==> config.mk <==
export PLATFORM = sky130hd
export DESIGN_NAME = sar_adc_ctrl
export DESIGN_NICKNAME = d
export VERILOG_FILES = /design/src/rtl/sar_adc_ctrl.sv
export SDC_FILE = /design/constraint.sdc
export NUM_CORES = 1
export LEC_CHECK = 0
export BUFFER_PORTS_ARGS = -buffer_cell sky130_fd_sc_hd__clkbuf_2
export CAP_MARGIN = 40
export CORE_ASPECT_RATIO = 0.6
export CORE_MARGIN = 3
export CORE_UTILIZATION = 40
export CTS_CLUSTER_DIAMETER = 30
export CTS_CLUSTER_SIZE = 8
export DETAILED_ROUTE_END_ITERATION = 10
export SLEW_MARGIN = 20
export SYNTH_ARGS = -nofsm -noshare
export SYNTH_HDL_FRONTEND = slang
export SYNTH_SLANG_ARGS = --single-unit
==> constraint.sdc <==
create_clock -name clk -period 2.5 [get_ports clk]
set_clock_uncertainty 0.15 [all_clocks]
set_input_delay 0.25 -clock clk [delete_from_list [all_inputs] [get_ports clk]]
set_output_delay 0.25 -clock clk [all_outputs]
set_load 0.05 [all_outputs]
==> src/rtl/sar_adc_ctrl.sv <==
// Successive-approximation ADC controller driving an R2R trial DAC and
// reading an external comparator through a 2-flop synchronizer.
module sar_adc_ctrl #(
    parameter int WIDTH         = 8,
    parameter int SETTLE_CYCLES = 100
) (
    input  logic             clk,
    input  logic             rst,
    input  logic             start,
    input  logic             cont,
    input  logic             cmp_in,
    output logic [WIDTH-1:0] dac_out,
    output logic             busy,
    output logic             valid,
    output logic [WIDTH-1:0] sample
);

    localparam int CW = $clog2(SETTLE_CYCLES + 1);
    localparam int BW = (WIDTH > 1) ? $clog2(WIDTH) : 1;

    localparam logic [WIDTH-1:0] MSB      = {1'b1, {(WIDTH-1){1'b0}}};
    localparam logic [CW-1:0]    CNT_LAST = CW'(SETTLE_CYCLES - 1);
    localparam logic [BW-1:0]    BIT_TOP  = BW'(WIDTH - 1);

    typedef enum logic [1:0] {
        IDLE,
        SETTLE,
        DECIDE,
        DONE
    } state_t;

    state_t           state, state_n;
    logic [WIDTH-1:0] trial, trial_n;
    logic [BW-1:0]    bidx, bidx_n;
    logic [CW-1:0]    cnt, cnt_n;
    logic [1:0]       sync;
    logic             cmp_s;

    assign cmp_s = sync[1];

    // Two-flop synchronizer for the asynchronous comparator output
    always_ff @(posedge clk or posedge rst) begin
        if (rst) begin
            sync <= 2'b00;
        end else begin
            sync <= {sync[0], cmp_in};
        end
    end

    // Next-state logic: binary search over the trial code, one bit per DECIDE
    always_comb begin
        state_n = state;
        trial_n = trial;
        bidx_n  = bidx;
        cnt_n   = cnt;
        unique case (state)
            IDLE: begin
                if (start || cont) begin
                    state_n = SETTLE;
                    trial_n = MSB;
                    bidx_n  = BIT_TOP;
                    cnt_n   = '0;
                end
            end
            SETTLE: begin
                cnt_n = cnt + 1'b1;
                if (cnt == CNT_LAST) begin
                    state_n = DECIDE;
                end
            end
            DECIDE: begin
                if (!cmp_s) begin
                    trial_n[bidx] = 1'b0;
                end
                if (bidx != '0) begin
                    trial_n[bidx - 1'b1] = 1'b1;
                    bidx_n  = bidx - 1'b1;
                    cnt_n   = '0;
                    state_n = SETTLE;
                end else begin
                    state_n = DONE;
                end
            end
            DONE: begin
                if (cont) begin
                    state_n = SETTLE;
                    trial_n = MSB;
                    bidx_n  = BIT_TOP;
                    cnt_n   = '0;
                end else begin
                    state_n = IDLE;
                end
            end
            default: begin
                state_n = IDLE;
            end
        endcase
    end

    // State register plus registered outputs derived from the next state
    always_ff @(posedge clk or posedge rst) begin
        if (rst) begin
            state   <= IDLE;
            trial   <= '0;
            bidx    <= BIT_TOP;
            cnt     <= '0;
            dac_out <= '0;
            busy    <= 1'b0;
            valid   <= 1'b0;
            sample  <= '0;
        end else begin
            state   <= state_n;
            trial   <= trial_n;
            bidx    <= bidx_n;
            cnt     <= cnt_n;
            dac_out <= (state_n == IDLE) ? '0 : trial_n;
            busy    <= (state_n == SETTLE) || (state_n == DECIDE);
            valid   <= (state_n == DONE);
            if (state_n == DONE) begin
                sample <= trial_n;
            end
        end
    end

endmodule

* Word-level counts from Yosys, hierarchy flattened
Cells that the tools add are included.
Storage, ports and cells: bits in registers 40, bits of input ports 5
Operators by class: add/subtract/negate cells 2, $lt $le $gt $ge 4, eq/ne operators 10, multiplexer cells 24, bitwise gates (word level) 3, reduce and logical (&&, ||, !) cells 10
Operators with widths (count):
- $mux W8 | 6
- $pmux W7 S4 | 1
- $pmux W8 S3 | 1
- $mux W7 | 3
- $mux W3 | 3
- $pmux W3 S3 | 1
- $and A8 B8 Y8 | 1
- $eq A2 B2 Y1 const B | 4
- $lt A3 B4 Y1 const B | 2
- $not A8 Y8 | 1
- $or A8 B8 Y8 | 1
- $pmux W2 S4 | 1
- $add A7 B1 Y7 const B | 1
- $eq A7 B7 Y1 const B | 1
- $demux W1 S3 | 2
- $ge A3 B1 Y1 const B | 2
- $mux W2 | 3
- $ne A2 B2 Y1 const B | 3
- $reduce_bool A3 Y1 | 2
- $eq A2 B1 Y1 const B | 2
- $logic_not A2 Y1 | 2
- $reduce_and A4 Y1 | 1
- $mux W1 | 3
- $reduce_and A3 Y1 | 1
- 3 further kinds | 5

* Logic depth before layout (Yosys ltp)
Gate-level depths: netlist of the first run.
depth after elaboration 12, mapped depth 12, gate-level depth less buffers 8

* Worst setup path before layout of the first run
Ideal clock, no wire load.
kind flip-flop to flip-flop, from register bidx[0], to register sample[0], setup time 0.137 ns, data arrival time 2.421 ns, path slack -0.208 ns, stages on the path, launching flop included 13, buffers on the path 4, clock period less this slack 2.708 ns, path through dfstp_2 buf_2 inv_1 ha_1 nor2b_1 and2_1 clkbuf_1 o221a_2 ha_1 buf_1 clkbuf_1 nor2_1 a21oi_1
RTL lines:
- start: declaration | RTL line 34 | logic [BW-1:0] bidx, bidx_n;
- start signal: assignment | RTL line 114 | bidx <= bidx_n;
- $reduce_bool A3 Y1 | RTL line 75 | if (bidx != '0) begin
- $mux W2 | RTL line 75
- $pmux W2 S4 | RTL line 56 | unique case (state)
- via state_n[1] | RTL line 32 | state_t state, state_n;
- $eq A2 B2 Y1 | RTL line 119 | if (state_n == DONE) begin
- end signal: assignment | RTL line 120 | sample <= trial_n;
- end: declaration | RTL line 15 | output logic [WIDTH-1:0] sample
The timed path passes the listed nets, and every way through them passes these cells. The select of a mux whose other input is x is not followed. A chain may end at the register's enable or synchronous reset.

* Worst setup path after layout of the first run
from register bidx[1], to register sample[1]
Same word-level chain as after synthesis.

==> results.sh, run 1 <==
export IMPL_status="finished clean"
export IMPL_via_count=1520
export IMPL_grt_use_total=0.159
export IMPL_slew_viol_final=0
export IMPL_grt_max_degree=41
export IMPL_h_tree_depth=2
export IMPL_synth_area_um2=1940
export IMPL_sequential_cell_area_um2=1000
export IMPL_leakage_nw=1.09
export IMPL_multi_input_area_um2=843
export IMPL_crit_type="flip-flop to flip-flop"
export IMPL_post_route_util=0.516
export IMPL_worstReg2RegStart="bidx[1]"
export IMPL_min_from="sync[0]"
export IMPL_worst_slack_ns=0.0964
export IMPL_ir_worst_vdd_uv=500
export IMPL_min_path_cells=0
export IMPL_dr_pass1_iters=4
export IMPL_drcViolationCount=0
export IMPL_placed_area_um2=2110
export IMPL_stdcell_area_um2=2250
export IMPL_antenna_found_initial=0
export IMPL_place_gp_congestion=0.897
export IMPL_place_hpwl_mm=3.04
export IMPL_setup_viol=0
export IMPL_post_route_period_util=0.961
export IMPL_synthCells=184
export IMPL_dp_cells=259
export IMPL_rsz0062_at_grt="yes"
export IMPL_hold_path_end="sync[1]"
export IMPL_relSlewSlack=0.603
export IMPL_yosysWarnings=0
export IMPL_routedWlPerCell_um=15.7
export IMPL_cts_tree="done"
export IMPL_hold_viol=0
export IMPL_synth_ff_type="dfrtp_1"
export IMPL_port_buffers=22
export IMPL_fillCellCount=404
export IMPL_drive_gt1_frac=0.224
export IMPL_endpoint_kind="flip-flop"
export IMPL_clk_pin_slew_ns=0.08
export IMPL_ys_types=47
export IMPL_diodes=0
export IMPL_finalWirelength_mm=4.23
export IMPL_hold_path_class="flip-flop to flip-flop"
export IMPL_powerDensity_nw_per_um2=790
export IMPL_reg2reg_slack_ns=0.1
export IMPL_min_period_ns=2.40
export IMPL_cts_made_buffers=5
export IMPL_crit_fanout=17
export IMPL_ys_seq_elements=40
export IMPL_ctsLongestPathBuffers=2
export IMPL_drv_cap=0
export IMPL_startpoint_type="flip-flop"
export IMPL_clk_latency_ns=0.29
export IMPL_fin_nets=223
export IMPL_ys_async_sr_fraction=1.00
export IMPL_numClockSinks=40
export IMPL_drt_initial_drc_count=100
export IMPL_worstMarginPinSlew_ns=0.590
export IMPL_synth_edff_count=0
export IMPL_die_height_um=59.9
export IMPL_place_ws_ns=0.0491
export IMPL_worstPathRequired_ns=2.52
export IMPL_synthToLayoutAreaGrowth_pct=16.4
export IMPL_cp_arrival_ns=2.42
export IMPL_die_area_um2=5740
export IMPL_initial_utilization=0.443
export IMPL_num_io_pins=23
export IMPL_vias_per_cell=5.63
export IMPL_grt_pass1_vias=1332
export IMPL_finalNonFillerCells=270
export IMPL_fp_dieW_um=95.8
export IMPL_syn_avg_cell_area_um2=10.5
export IMPL_ant_nets=0
export IMPL_core_area_um2=4370
export IMPL_grt_overflow_total=0
export IMPL_grt_pass1_wl_mm=6.62
export IMPL_cts_root_buf="clkbuf_8"
export IMPL_synth_fp_nets=198
export IMPL_rows=18
export IMPL_r2r_cells=8
export IMPL_reg2reg_to="sample[1]"
export IMPL_max_freq_mhz=416
export IMPL_ys_seq_area_frac=0.519
placed cells by master, fill, tap and decap left out, types with 2 or more instances in the layout:
| cell | instances |
|---|---|
| o31ai_1 | 3 |
| nor2b_1 | 2 |
| buf_4 | 4 |
| dfrtp_1 | 37 |
| a22oi_1 | 3 |
| a21oi_1 | 14 |
| nor2_1 | 20 |
| ha_1 | 8 |
| or4_1 | 2 |
| nand4_1 | 4 |
| a211o_1 | 2 |
| inv_1 | 14 |
| dlygate4sd3_1 | 2 |
| o22a_1 | 2 |
| nand2_1 | 4 |
| and2_1 | 2 |
| nor4b_1 | 3 |
| clkbuf_8 | 5 |
| a32oi_1 | 4 |
| nor4bb_1 | 3 |
| nand3_1 | 2 |
| nor4_2 | 2 |
| dfstp_2 | 3 |
| clkbuf_2 | 22 |
| o21ai_0 | 8 |
| o2111ai_1 | 6 |
| inv_2 | 2 |
| or3_1 | 2 |
what timing repair did:
action | in CTS | in global routing
hold buffers | 2 | 0
hold endpoints to repair | 38 | 0
resized for setup | 0 | 1
endpoints found under the setup margin | 0 | 14
buffers inserted | 0 | 1
worst max path at each step:
stage | start | endpoint | slack (ns) | cells after the start
finish | bidx[1] | sample[1] | 0.1 | 8
global route | bidx[1] | sample[1] | -0.005 | 8
CTS | bidx[0] | sample[1] | 0.02 | 8
detailed placement | bidx[0] | sample[3] | 0.05 | 8
global placement | bidx[0] | sample[1] | 0.15 | 8
floorplan | bidx[0] | sample[0] | 0.03 | 12
cell families (layout without fill, tap and decap cells):
logic type,Yosys count,in the layout,synth area share
buffers and inverters,26,52,0.0536
adders and majority gates,9,9,0.0581
xor gates and xnor gates,2,2,0.00905
DFF,40,40,0.519
and+or+nand+nor,53,53,0.159
AOI/OAI and AO/OA,53,53,0.196
muxes,1,1,0.00581
routing by layer:
metal | track usage | vias up | routed length (um)
li1 | - | 725 | -
met1 | 0.245 | 732 | 2140
met2 | 0.200 | 58 | 1720
met3 | 0.0528 | 5 | 334
met4 | 0.0587 | 0 | 42
met5 | 0 | - | 0
state kept, by name, indices dropped and copies added (netlist names), 2 cells and up:
signal and count:
sync 2, bidx 3, dac_out 8, trial 8, cnt 7, sample 8, state 2
per-stage QoR:
| stage | setup TNS (ns) | total power [W] | hold WS (ns) |
|---|---|---|---|
| finish | 0 | 0.00178 | 0.230 |
| global route | -0.00808 | 0.00188 | 0.238 |
| CTS | 0 | 0.00178 | 0.214 |
| detailed placement | 0 | 0.00125 | 0.202 |
| global placement | 0 | 0.00124 | 0.182 |
| floorplan | 0 | 0.00113 | 0.131 |
critical path: stages (launching register included):
cell and delay (ns):
dfstp_2 0.63, inv_1 0.09, ha_1 0.20, nor2b_2 0.17
and2_1 0.25, o221a_2 0.36, ha_4 0.23, nor2_1 0.13
a21oi_1 0.05
cell usage after synthesis (4+ instances only):
cell | count | area share
o21ai_0 | 8 | 0.021
nor2_1 | 20 | 0.039
dfrtp_1 | 37 | 0.48
ha_1 | 9 | 0.058
o2111ai_1 | 6 | 0.027
inv_1 | 15 | 0.029
a32oi_1 | 4 | 0.018
a21oi_1 | 14 | 0.036
nand4_1 | 4 | 0.013
buf_2 | 5 | 0.013
nand2_1 | 4 | 0.0077
area by class of cell:
class | count | area share
multi-input cells | 118 | 0.374
clock inverters | 3 | 0.0189
flip-flops and latches | 40 | 0.446
well taps | 60 | 0.0333
inverters | 16 | 0.0266
repair buffers | 28 | 0.0710
clock buffers | 5 | 0.0305
power by group:
| group | total, W | switching, W | internal [W] |
|---|---|---|---|
| clock network | 0.000524 | 0.000229 | 0.000295 |
| registers | 0.000749 | 0.0000448 | 0.000704 |
| logic | 0.000509 | 0.000328 | 0.000181 |
(Power assumes the default switching activity.)
==> run 2, diff against run 1 <==
--- a/config.mk
+++ b/config.mk
@@ -8,7 +8,6 @@
 export BUFFER_PORTS_ARGS = -buffer_cell sky130_fd_sc_hd__clkbuf_2
 export CAP_MARGIN = 40
 export CORE_ASPECT_RATIO = 0.6
-export CORE_MARGIN = 3
 export CORE_UTILIZATION = 40
 export CTS_CLUSTER_DIAMETER = 30
 export CTS_CLUSTER_SIZE = 8
==> run 2 against run 1 <==
Effect of this change: fmax rose by 1.6%; global-route usage rose by 2.7 points; largest power group unchanged; count of clock-buffer cells in the layout did not move; die area fell by 11%; critical path type unchanged; clock power rose by 40%; setup slack improved by 0.038 ns; sequential share of layout area fell by 1.2 points; utilization fell by 1.4 points; non-clock buffer count rose by 1; register-to-register slack improved by 0.04 ns; via count fell by 0.13%.
==> results.sh, run 2 (synthesis results as in run 1) <==
export IMPL_status="finished clean"
export IMPL_finalWirelength_mm=4.21
export IMPL_diodes=0
export IMPL_synthToLayoutAreaGrowth_pct=19.6
export IMPL_slew_viol_final=0
export IMPL_max_freq_mhz=423
export IMPL_setup_viol=0
export IMPL_worst_path_max_delay_cell="dfstp_2"
export IMPL_relSlewSlack=0.630
export IMPL_path_cells="inv_1 -> ha_1 -> nor2b_2 -> and2_2 -> o221a_2 -> ha_4 -> nor2_1 -> a21oi_1"
export IMPL_stdcell_area_um2=2320
export IMPL_rows=19
export IMPL_initial_utilization=0.420
export IMPL_cts_made_buffers=5
export IMPL_place_gp_congestion=0.905
export IMPL_ant_nets=0
export IMPL_crit_fanout=17
export IMPL_final_cell_mix="dfrtp_1 (37), clkbuf_2 (22), nor2_1 (20), a21oi_1 (14), inv_1 (14)"
export IMPL_leakage_nw=1.12
export IMPL_hold_viol=0
export IMPL_ctsLongestPathBuffers=2
export IMPL_grt_max_degree=41
export IMPL_num_io_pins=23
export IMPL_worstMarginPinSlew_ns=0.551
export IMPL_grt_pass1_vias=1450
export IMPL_core_area_um2=4610
export IMPL_dp_cells=263
export IMPL_fin_hold_ws_ns=0.211
export IMPL_startpoint_type="flip-flop"
export IMPL_numClockSinks=40
export IMPL_rsz0062_at_grt="no"
export IMPL_reg_top3="dac_out: 8 flops, sample: 8 flops, trial: 8 flops"
export IMPL_ir_worst_vdd_uv=638
export IMPL_fp_dieW_um=91.8
export IMPL_via_count=1518
export IMPL_fillCellCount=433
export IMPL_critPathBufInv=1
export IMPL_min_period_ns=2.37
export IMPL_crit_type="flip-flop to flip-flop"
export IMPL_post_route_period_util=0.946
export IMPL_finalNonFillerCells=274
export IMPL_routedWlPerCell_um=15.4
export IMPL_port_buffers=22
export IMPL_cts_tree="done"
export IMPL_drt_initial_drc_count=64
export IMPL_fin_tns_setup_ns=0
export IMPL_max_stage_delay_ns=0.62
export IMPL_antenna_found_initial=0
export IMPL_fin_nets=224
export IMPL_die_height_um=55.9
export IMPL_dr_pass1_iters=4
export IMPL_h_tree_depth=2
export IMPL_drcViolationCount=0
export IMPL_cp_top_family="flip-flops"
export IMPL_hold_path_class="flip-flop to flip-flop"
export IMPL_cp_arrival_ns=2.39
export IMPL_vias_per_cell=5.54
export IMPL_endpoint_kind="flip-flop"
export IMPL_clk_latency_ns=0.30
export IMPL_grt_overflow_total=0
export IMPL_grt_use_total=0.186
export IMPL_die_area_um2=5130
export IMPL_grt_pass1_wl_mm=7.29
export IMPL_final_common_cell="dfrtp_1"
export IMPL_worstPathRequired_ns=2.52
export IMPL_drive_gt1_frac=0.237
export IMPL_powerDensity_nw_per_um2=860
export IMPL_cts_root_buf="clkbuf_8"
export IMPL_place_hpwl_mm=3.05
export IMPL_drv_cap=0
export IMPL_clk_pin_slew_ns=0.08
export IMPL_placed_area_um2=2120
[run 2: area by class of cell]
class | instances | area [um^2] | area share
flip-flops and latches | 40 | 1000 | 0.434
multi-input cells | 118 | 847 | 0.366
repair buffers | 29 | 168 | 0.0724
clock inverters | 3 | 90.1 | 0.0389
well taps | 63 | 78.8 | 0.0340
clock buffers | 5 | 68.8 | 0.0297
inverters | 16 | 60.1 | 0.0259
[run 2: repair_timing]
action                                  4_1_cts  5_1_grt
gates resized for setup                       0        3
setup buffers                                 0        1
hold buffers                                  2        0
endpoints found under the setup margin        0       16
endpoints found under the hold margin        38        0
[run 2: path summary, 6_finish.rpt]
check,start,to,slack (ns),cells after the start
max,bidx[1],sample[5],0.13,8
min,sync[0],sync[1],0.21,0
max in group asynchronous,rst,bidx[1],1.38,4
min in group asynchronous,rst,state[0],0.44,4
min reg2reg,sync[0],sync[1],0.21,0
max reg2reg,bidx[1],sample[5],0.13,8
[run 2: metal layers]
layer | vias up | track usage | part of all wire
met5 | - | 0 | 0
met4 | 0 | 0.0469 | 0.0078
met3 | 5 | 0.0533 | 0.061
met2 | 43 | 0.265 | 0.43
met1 | 750 | 0.276 | 0.50
li1 | 720 | - | -
[run 2: report_power, final]
| group | switching, W | total (W) | internal [W] | leakage [nW] |
|---|---|---|---|---|
| Clock | 0.000236 | 0.000735 | 0.000499 | 0.0784 |
| Combinational | 0.000327 | 0.000511 | 0.000184 | 0.513 |
| Sequential | 0.0000426 | 0.000746 | 0.000704 | 0.533 |
[run 2: metrics by stage]
stage                util  setup slack [ns]  total power (W)
finish              0.502             0.134          0.00199
CTS                 0.498            0.0100          0.00199
detailed placement  0.459            0.0244          0.00125
global placement    0.459             0.138          0.00124
floorplan               -            0.0278          0.00113
global route        0.502            0.0181          0.00209
[run 2: worst register-to-register path: cells and delay by family (launching register included)]
kind / cells / cell delay (ns)
adders and majority gates: 2 / 0.43
buffers and inverters: 1 / 0.09
DFF: 1 / 0.62
AOI/OAI and AO/OA: 2 / 0.39
and+or+nand+nor: 3 / 0.57
